--- src/rtl/mult_stall_controller.sv ---
// mult_stall_controller
//   Stall sequencer for the fixed-latency EX-stage multiplier. While a
//   multiply is in flight it holds the instruction in ID/EX, freezes PC and
//   IF/ID, and inserts bubbles into EX/MEM until the product is valid. It
//   also detects load-use hazards, which makes it the single source of the
//   PC / IF_ID / ID_EX write enables.
//
// Parameters
//   MULT_LATENCY        total EX cycles a multiply occupies (>= 2)
//
// Ports
//   clk                 core clock, all state on the rising edge
//   arst                asynchronous reset, active-high
//   flush_EX            branch/jump flush of EX, aborts a multiply
//   mul_ID_EX           instruction in ID/EX is a multiply
//   mem_read_ID_EX      instruction in ID/EX is a load
//   rd_ID_EX            destination register of the ID/EX instruction
//   rs1_IF_ID           source 1 of the IF/ID instruction
//   rs2_IF_ID           source 2 of the IF/ID instruction
//   mult_start          one-cycle start pulse to the multiplier
//   mult_result_valid   product valid, EX/MEM selects multiplier result
//   mult_busy           sequencer is not idle
//   PC_write_enable     1 = PC updates
//   IF_ID_write_enable  1 = IF/ID updates
//   ID_EX_write_enable  0 = hold ID/EX contents
//   mux_control_EX      0 = inject bubble into ID/EX
//   ex_mem_bubble       1 = inject bubble into EX/MEM

module mult_stall_controller #(
    parameter int MULT_LATENCY = 4
) (
    input  logic       clk,
    input  logic       arst,
    input  logic       flush_EX,
    input  logic       mul_ID_EX,
    input  logic       mem_read_ID_EX,
    input  logic [4:0] rd_ID_EX,
    input  logic [4:0] rs1_IF_ID,
    input  logic [4:0] rs2_IF_ID,
    output logic       mult_start,
    output logic       mult_result_valid,
    output logic       mult_busy,
    output logic       PC_write_enable,
    output logic       IF_ID_write_enable,
    output logic       ID_EX_write_enable,
    output logic       mux_control_EX,
    output logic       ex_mem_bubble
);

    localparam int CNT_W = $clog2(MULT_LATENCY) + 1;
    localparam logic [CNT_W-1:0] CNT_ONE  = CNT_W'(1);
    localparam logic [CNT_W-1:0] CNT_LAST = CNT_W'(MULT_LATENCY - 2);

    typedef enum logic [1:0] {
        IDLE,
        BUSY,
        DONE
    } state_t;

    state_t           state_q, state_d;
    logic [CNT_W-1:0] cnt_q, cnt_d;
    logic             mult_stall;
    logic             load_use;

    // Next-state logic. A flush aborts in any state; the start cycle in IDLE
    // counts as the first EX cycle, so BUSY only exists for latencies above 2.
    always_comb begin
        state_d = state_q;
        cnt_d   = cnt_q;
        if (flush_EX) begin
            state_d = IDLE;
            cnt_d   = '0;
        end else begin
            unique case (state_q)
                IDLE: begin
                    if (mul_ID_EX) begin
                        if (MULT_LATENCY > 2) begin
                            state_d = BUSY;
                            cnt_d   = CNT_ONE;
                        end else begin
                            state_d = DONE;
                        end
                    end
                end
                BUSY: begin
                    cnt_d = cnt_q + CNT_ONE;
                    if (cnt_q == CNT_LAST) begin
                        state_d = DONE;
                    end
                end
                DONE: begin
                    // The multiply still sitting in ID/EX is the one just
                    // completed, so mul_ID_EX is not a new request here.
                    state_d = IDLE;
                    cnt_d   = '0;
                end
                default: begin
                    state_d = IDLE;
                    cnt_d   = '0;
                end
            endcase
        end
    end

    // State and cycle counter.
    always_ff @(posedge clk or posedge arst) begin
        if (arst) begin
            state_q <= IDLE;
            cnt_q   <= '0;
        end else begin
            state_q <= state_d;
            cnt_q   <= cnt_d;
        end
    end

    // Hazard decode and pipeline controls. A multiply stall holds ID/EX and
    // bubbles EX/MEM; a load-use stall instead lets ID/EX take a bubble via
    // mux_control_EX. The multiply stall wins if both were ever to coincide.
    always_comb begin
        mult_start        = 1'b0;
        mult_result_valid = 1'b0;
        mult_stall        = 1'b0;
        if (!flush_EX) begin
            unique case (state_q)
                IDLE: begin
                    mult_start = mul_ID_EX;
                    mult_stall = mul_ID_EX;
                end
                BUSY:    mult_stall        = 1'b1;
                DONE:    mult_result_valid = 1'b1;
                default: mult_stall        = 1'b0;
            endcase
        end

        load_use = mem_read_ID_EX && (rd_ID_EX != 5'd0) &&
                   ((rd_ID_EX == rs1_IF_ID) || (rd_ID_EX == rs2_IF_ID));

        mult_busy          = (state_q != IDLE);
        PC_write_enable    = 1'b1;
        IF_ID_write_enable = 1'b1;
        ID_EX_write_enable = 1'b1;
        mux_control_EX     = 1'b1;
        ex_mem_bubble      = 1'b0;
        if (mult_stall) begin
            PC_write_enable    = 1'b0;
            IF_ID_write_enable = 1'b0;
            ID_EX_write_enable = 1'b0;
            ex_mem_bubble      = 1'b1;
        end else if (load_use) begin
            PC_write_enable    = 1'b0;
            IF_ID_write_enable = 1'b0;
            mux_control_EX     = 1'b0;
        end
    end

endmodule
--- config.mk ---
export PLATFORM = sky130hd
export DESIGN_NAME = mult_stall_controller
export DESIGN_NICKNAME = d
export VERILOG_FILES = /design/src/rtl/mult_stall_controller.sv
export SDC_FILE = /design/constraint.sdc
export NUM_CORES = 1
export LEC_CHECK = 0
export CAP_MARGIN = 5
export CORE_AREA = 2 2 39 41
export DETAILED_ROUTE_END_ITERATION = 12
export DIE_AREA = 0 0 41 43
export GPL_TIMING_DRIVEN = 0
export PLACE_DENSITY_LB_ADDON = 0.12
export SYNTH_ARGS = -nofsm -noshare
export SYNTH_HDL_FRONTEND = slang
export SYNTH_SLANG_ARGS = --single-unit
--- constraint.sdc ---
create_clock -name clk -period 2.5 [get_ports clk]
set_input_delay 0.5 -clock clk [delete_from_list [all_inputs] [get_ports clk]]
set_output_delay 0.5 -clock clk [all_outputs]
set_load 0.1 [all_outputs]
After elaboration in Yosys (flattened, before gate mapping)
Index checks and enable logic that the tools add are counted.
{"block": "classes", "addsub": 1, "n_eq_ne": 7, "muxes": 18, "reduce_logical": 7}
{"cell": "5-bit equality test", "n": 2}
{"cell": "1-bit two-way mux", "n": 10}
{"cell": "2-bit two-way mux", "n": 3}
{"cell": "3-bit two-way mux", "n": 2}
{"cell": "3-bit != test, second input constant", "n": 2}
{"cell": "3-bit case mux with 2 select lines", "n": 1}
{"cell": "5-bit nonzero test", "n": 1}
{"cell": "2-bit case mux with 2 select lines", "n": 1}
{"cell": "3-bit by 1-bit adder with 3-bit output, second input constant", "n": 1}
{"cell": "3-bit by 2-bit equality test with 1-bit output, second input constant", "n": 1}
{"cell": "2-bit by 1-bit equality test with 1-bit output, second input constant", "n": 1}
{"cell": "2-bit equality test, second input constant", "n": 1}
{"cell": "1-bit logical AND", "n": 2}
{"cell": "2-bit zero test", "n": 1}
{"cell": "1-bit case mux with 2 select lines", "n": 1}
{"cell": "2-bit AND reduction", "n": 1}
{"cell": "2-bit nonzero test", "n": 1}
{"cell": "1-bit logical OR", "n": 1}
{"block": "totals", "reg_bits": 5, "word_cells": 35}

Longest topological paths before layout
{"block": "logic_depth", "word_depth": 5, "depth_mapped": 6}

Least setup slack after synthesis
Ideal clock, no wire load.
{"block": "synth_path", "kind": "input to output", "from": "in flush_EX", "to": "out PC_write_enable", "arrival_ps": 3623, "path_slack_ps": -1623, "path_stages": 5, "path_buffers": 1, "cell_sequence": "or2_1 -> or2_1 -> inv_1 -> a21oi_2 -> buf_4"}
{"block": "synth_via", "elab_chain_len": 2}
{"element": "start, declared", "line_no": "34", "rtl": "input logic flush_EX,"}
{"element": "1-bit two-way mux", "line_no": "123", "rtl": "if (!flush_EX) begin"}
{"element": "1-bit two-way mux"}
{"element": "end, declared", "line_no": "43", "rtl": "output logic PC_write_enable,"}
No other way between the ends.

Worst setup path after layout
{"block": "layout_path", "from": "in rd_ID_EX[2]", "to": "out PC_write_enable"}
{"block": "layout_via", "elab_chain_len": 5, "elab_cells_between_ends": 8, "cone_classes": "eq/ne: 2; mux: 2; reduce/logical: 4"}
{"element": "start, declared", "line_no": "37", "rtl": "input logic [4:0] rd_ID_EX,"}
{"element": "5-bit equality test / 5-bit nonzero test (equally long branches)", "line_no": "136, 135"}
{"element": "1-bit logical OR / 1-bit logical AND (equally long branches)", "line_no": "136, 135"}
{"element": "1-bit logical AND *", "line_no": "135", "rtl": "load_use = mem_read_ID_EX && (rd_ID_EX != 5'd0) &&"}
{"element": "1-bit two-way mux *", "line_no": "149", "rtl": "end else if (load_use) begin"}
{"element": "1-bit two-way mux *", "line_no": "144", "rtl": "if (mult_stall) begin"}
Every way passes the cells marked *; elsewhere a longest branch is shown, timed or not.

==> results.cfg <==
[drt]
drtAntennaViolNets = 0
drt_wl_total_mm = 1.14
route.detailed.drc = 0
wire_per_inst_microns = 11.7
viasPerCell = 4.58
vias = 449
drt-initial-drc-count = 4
firstDrtPassIters = 3

[setup_path]
r2r_cells = 4
regToRegStartpoint = state_q[1]
crit_fanout = 3
crit_path_start_kind = primary input
worstSetupPathType = in2out
crit_path_end_kind = output pin
cpPeakStageDelay_ns = 0.52
slowest_stage = or4_1
required_ns = 2.00
reg2reg_slack_ns = 1.32
rr_endpoint = state_q[0]
cp.arrival_ns = 1.96
path_cells = dlygate4sd2_1 -> or4_1 -> o21a_1 -> a21oi_4 -> buf_6 -> buf_12

[placement]
portBuffers = 27
place_ws_ns = -1.13
gp_congestion = 0.708
place_hpwl_microns = 959

[clocking]
root_buffer = clkbuf_4
clk_latency_ns = 0.24
ctsHoldBuffers = 0
cts_htree_levels = 1
numCtsBuffers = 3
clk_pin_slew_worst_paths_ns = 0.04
cts_tree = built
clk_path_buf_depth = 2
clock_sinks = 5

[synth]
synth_xor_area_frac = 0.230
yosysSeqAreaShare = 0.299
synthMuxAreaShare = 0
synth.avg_cell_area_sq_um = 8.38
syn-num-nets = 72
synth_top_area_frac = 0.299
yosys.area_share.adder = 0.0597
yosys.area_share.simple = 0.254
synth_seq_cells = 5
synth_top_cell_by_area = dfrtp_1
ys_warn_count = 0
synth_cell_types = 22
synth-compound-area-share = 0.0955
netlist_area_sq_um = 419
syn_inst = 50
synth.area.top_cells = dfrtp_1, xnor2_1, ha_1
synth_top_family_by_area = simple AND/OR/NAND/NOR gates

[pwr]
intPower_mw = 0.220
combPwrFrac = 0.494
p_leak_nw = 0.346
p_switching_mw = 0.138
seqPwrFrac = 0.246
power_mw = 0.358
clkPwrFrac = 0.260
sw_frac_of_total = 0.384
vdd_drop_max_mv = 0.293
pwr_density_cell_nw_per_um2 = 438

[worst_hold_path]
min_path_type = in2async

[global_route]
grt.total_usage = 0.152
grt_max_degree = 10
grt-ovfl-total = 0
grt_pass1_vias = 437
grt_first_pass_wirelength_mm = 1.82
antenna_found_initial = 0

[status]
status = completed

[sta]
setup_viol = 0
finalMaxSlewViolations = 0
timing.slew.headroom = 0.370
tightest_slew_ns = 0.950
final.setup.worst_slack_ns = 0.0389
fin_crit_ns = 2.46
rsz0062_at_grt = no
timing_hold_violations_final = 0
max_freq_mhz = 406
final.setup_skew_ns = 0.00248
fin_crit_sh = 0.984

[finish]
n_antenna_cell = 0
area_growth_pct = 94.9
final_core_util = 0.590
layout-drive-gt1-share = 0.268
nets = 105

[run]
cap_violations = 0

[floorplanning]
fp.coreArea_sq_um = 1380
die_w_microns = 41
initial_core_util = 0.303
ios = 28
rows = 14
dieArea_sq_um = 1760
die_h_microns = 43
-- cell usage after synthesis --
| library cell | count |
|---|---|
| o21a_1 | 1 |
| nand2_1 | 2 |
| or4_1 | 1 |
| or2_1 | 2 |
| and2_1 | 1 |
| nand3_1 | 4 |
| nor3b_1 | 2 |
| a211oi_1 | 1 |
| xor2_1 | 1 |
| o22ai_1 | 1 |
| nor2_1 | 4 |
| buf_4 | 1 |
| ha_1 | 2 |
| nor3_1 | 2 |
| xnor2_1 | 10 |
| inv_1 | 4 |
| a21oi_1 | 2 |
| clkbuf_1 | 1 |
| a21oi_2 | 1 |
| or2_2 | 1 |
| nor2b_1 | 1 |
| dfrtp_1 | 5 |
-- stage by stage --
step | std cells | area [sq um] | hold WS [ns] | TNS [ns]
floorplan | 50 | 469 | 0.279 | -0.869
global placement | 93 | 759 | 0.502 | -5.24
detailed placement | 93 | 759 | 0.506 | -5.28
CTS | 98 | 803 | 0.459 | -0.0206
global route | 98 | 817 | 0.501 | 0
finish | 98 | 817 | 0.461 | 0
-- how the worst max path moves through the flow --
stage | from | to | cells past startpoint | slack [ns]
3_5_place_dp | rd_ID_EX[1] | PC_write_enable | 6 | -1.13
3_3_place_gp | rd_ID_EX[1] | PC_write_enable | 6 | -1.13
4_1_cts | rd_ID_EX[3] | PC_write_enable | 6 | -0.02
6_report | rd_ID_EX[2] | PC_write_enable | 6 | 0.04
5_1_grt | rd_ID_EX[2] | IF_ID_write_enable | 6 | 0.004
2_1_floorplan | flush_EX | PC_write_enable | 5 | -0.64
-- power by group through the flow --
stage	logic (mW)	registers (mW)	clock network (mW)
after floorplan	0.111	0.0887	0
after global routing	0.187	0.0883	0.0981
after detailed placement	0.168	0.0893	0
after global placement	0.167	0.0891	0
final	0.177	0.0881	0.0929
after CTS	0.175	0.0881	0.0961
-- cells in the final DEF, fill, tap and decap left out, types with 2 or more instances in the layout --
master / count
clkdlybuf4s50_1: 14
xnor2_1: 10
dfrtp_1: 5
nand3_1: 4
dlygate4sd2_1: 4
inv_1: 3
nor2_1: 3
clkbuf_4: 3
or2_4: 2
nor3_1: 2
a21oi_1: 2
nand2_1: 2
ha_1: 2
buf_6: 2
buf_12: 2
buf_4: 2
clkdlybuf4s15_2: 2
-- flip-flops by register name (all words and copies together), names as in the netlist --
| name | flops |
|---|---|
| cnt_q | 3 |
| state_q | 2 |
-- layer usage --
metal	vias to the layer above	track usage	wire, microns
met4	0	0.0400	0
met3	0	0.0471	44
met1	210	0.163	458
met5	-	0	0
met2	10	0.269	641
li1	229	-	-
-- area by class of cell --
| type | count | area [sq um] |
|---|---|---|
| multi-input cells | 39 | 310 |
| flip-flops and latches | 5 | 125 |
| inverters | 4 | 18.8 |
| plain buffers | 2 | 25.0 |
| clock buffers | 4 | 26.3 |
| well taps | 16 | 20.0 |
| fillers | 141 | 567 |
| repair buffers | 28 | 292 |
-- what timing repair did --
action	in CTS	in global routing
setup buffers	1	0
resized for setup	47	4
setup endpoints to repair	8	3
pin swaps	3	3
-- kinds of logic (layout without fill, tap and decap cells) --
kind of cell               after synthesis  after routing
xor gates and xnor gates                11             11
buffers and inverters                    6             38
adders and majority gates                2              2
and+or+nand+nor                         20             20
AOI/OAI and AO/OA                        6              6
DFF                                      5              5
-- worst max-delay path: cells and delay by family --
kind / cells / cell delay [ns]
and+or+nand+nor: 1 / 0.52
buffers and inverters: 3 / 0.55
AOI/OAI and AO/OA: 2 / 0.39
No activity file was read; power rests on OpenSTA's default activity.
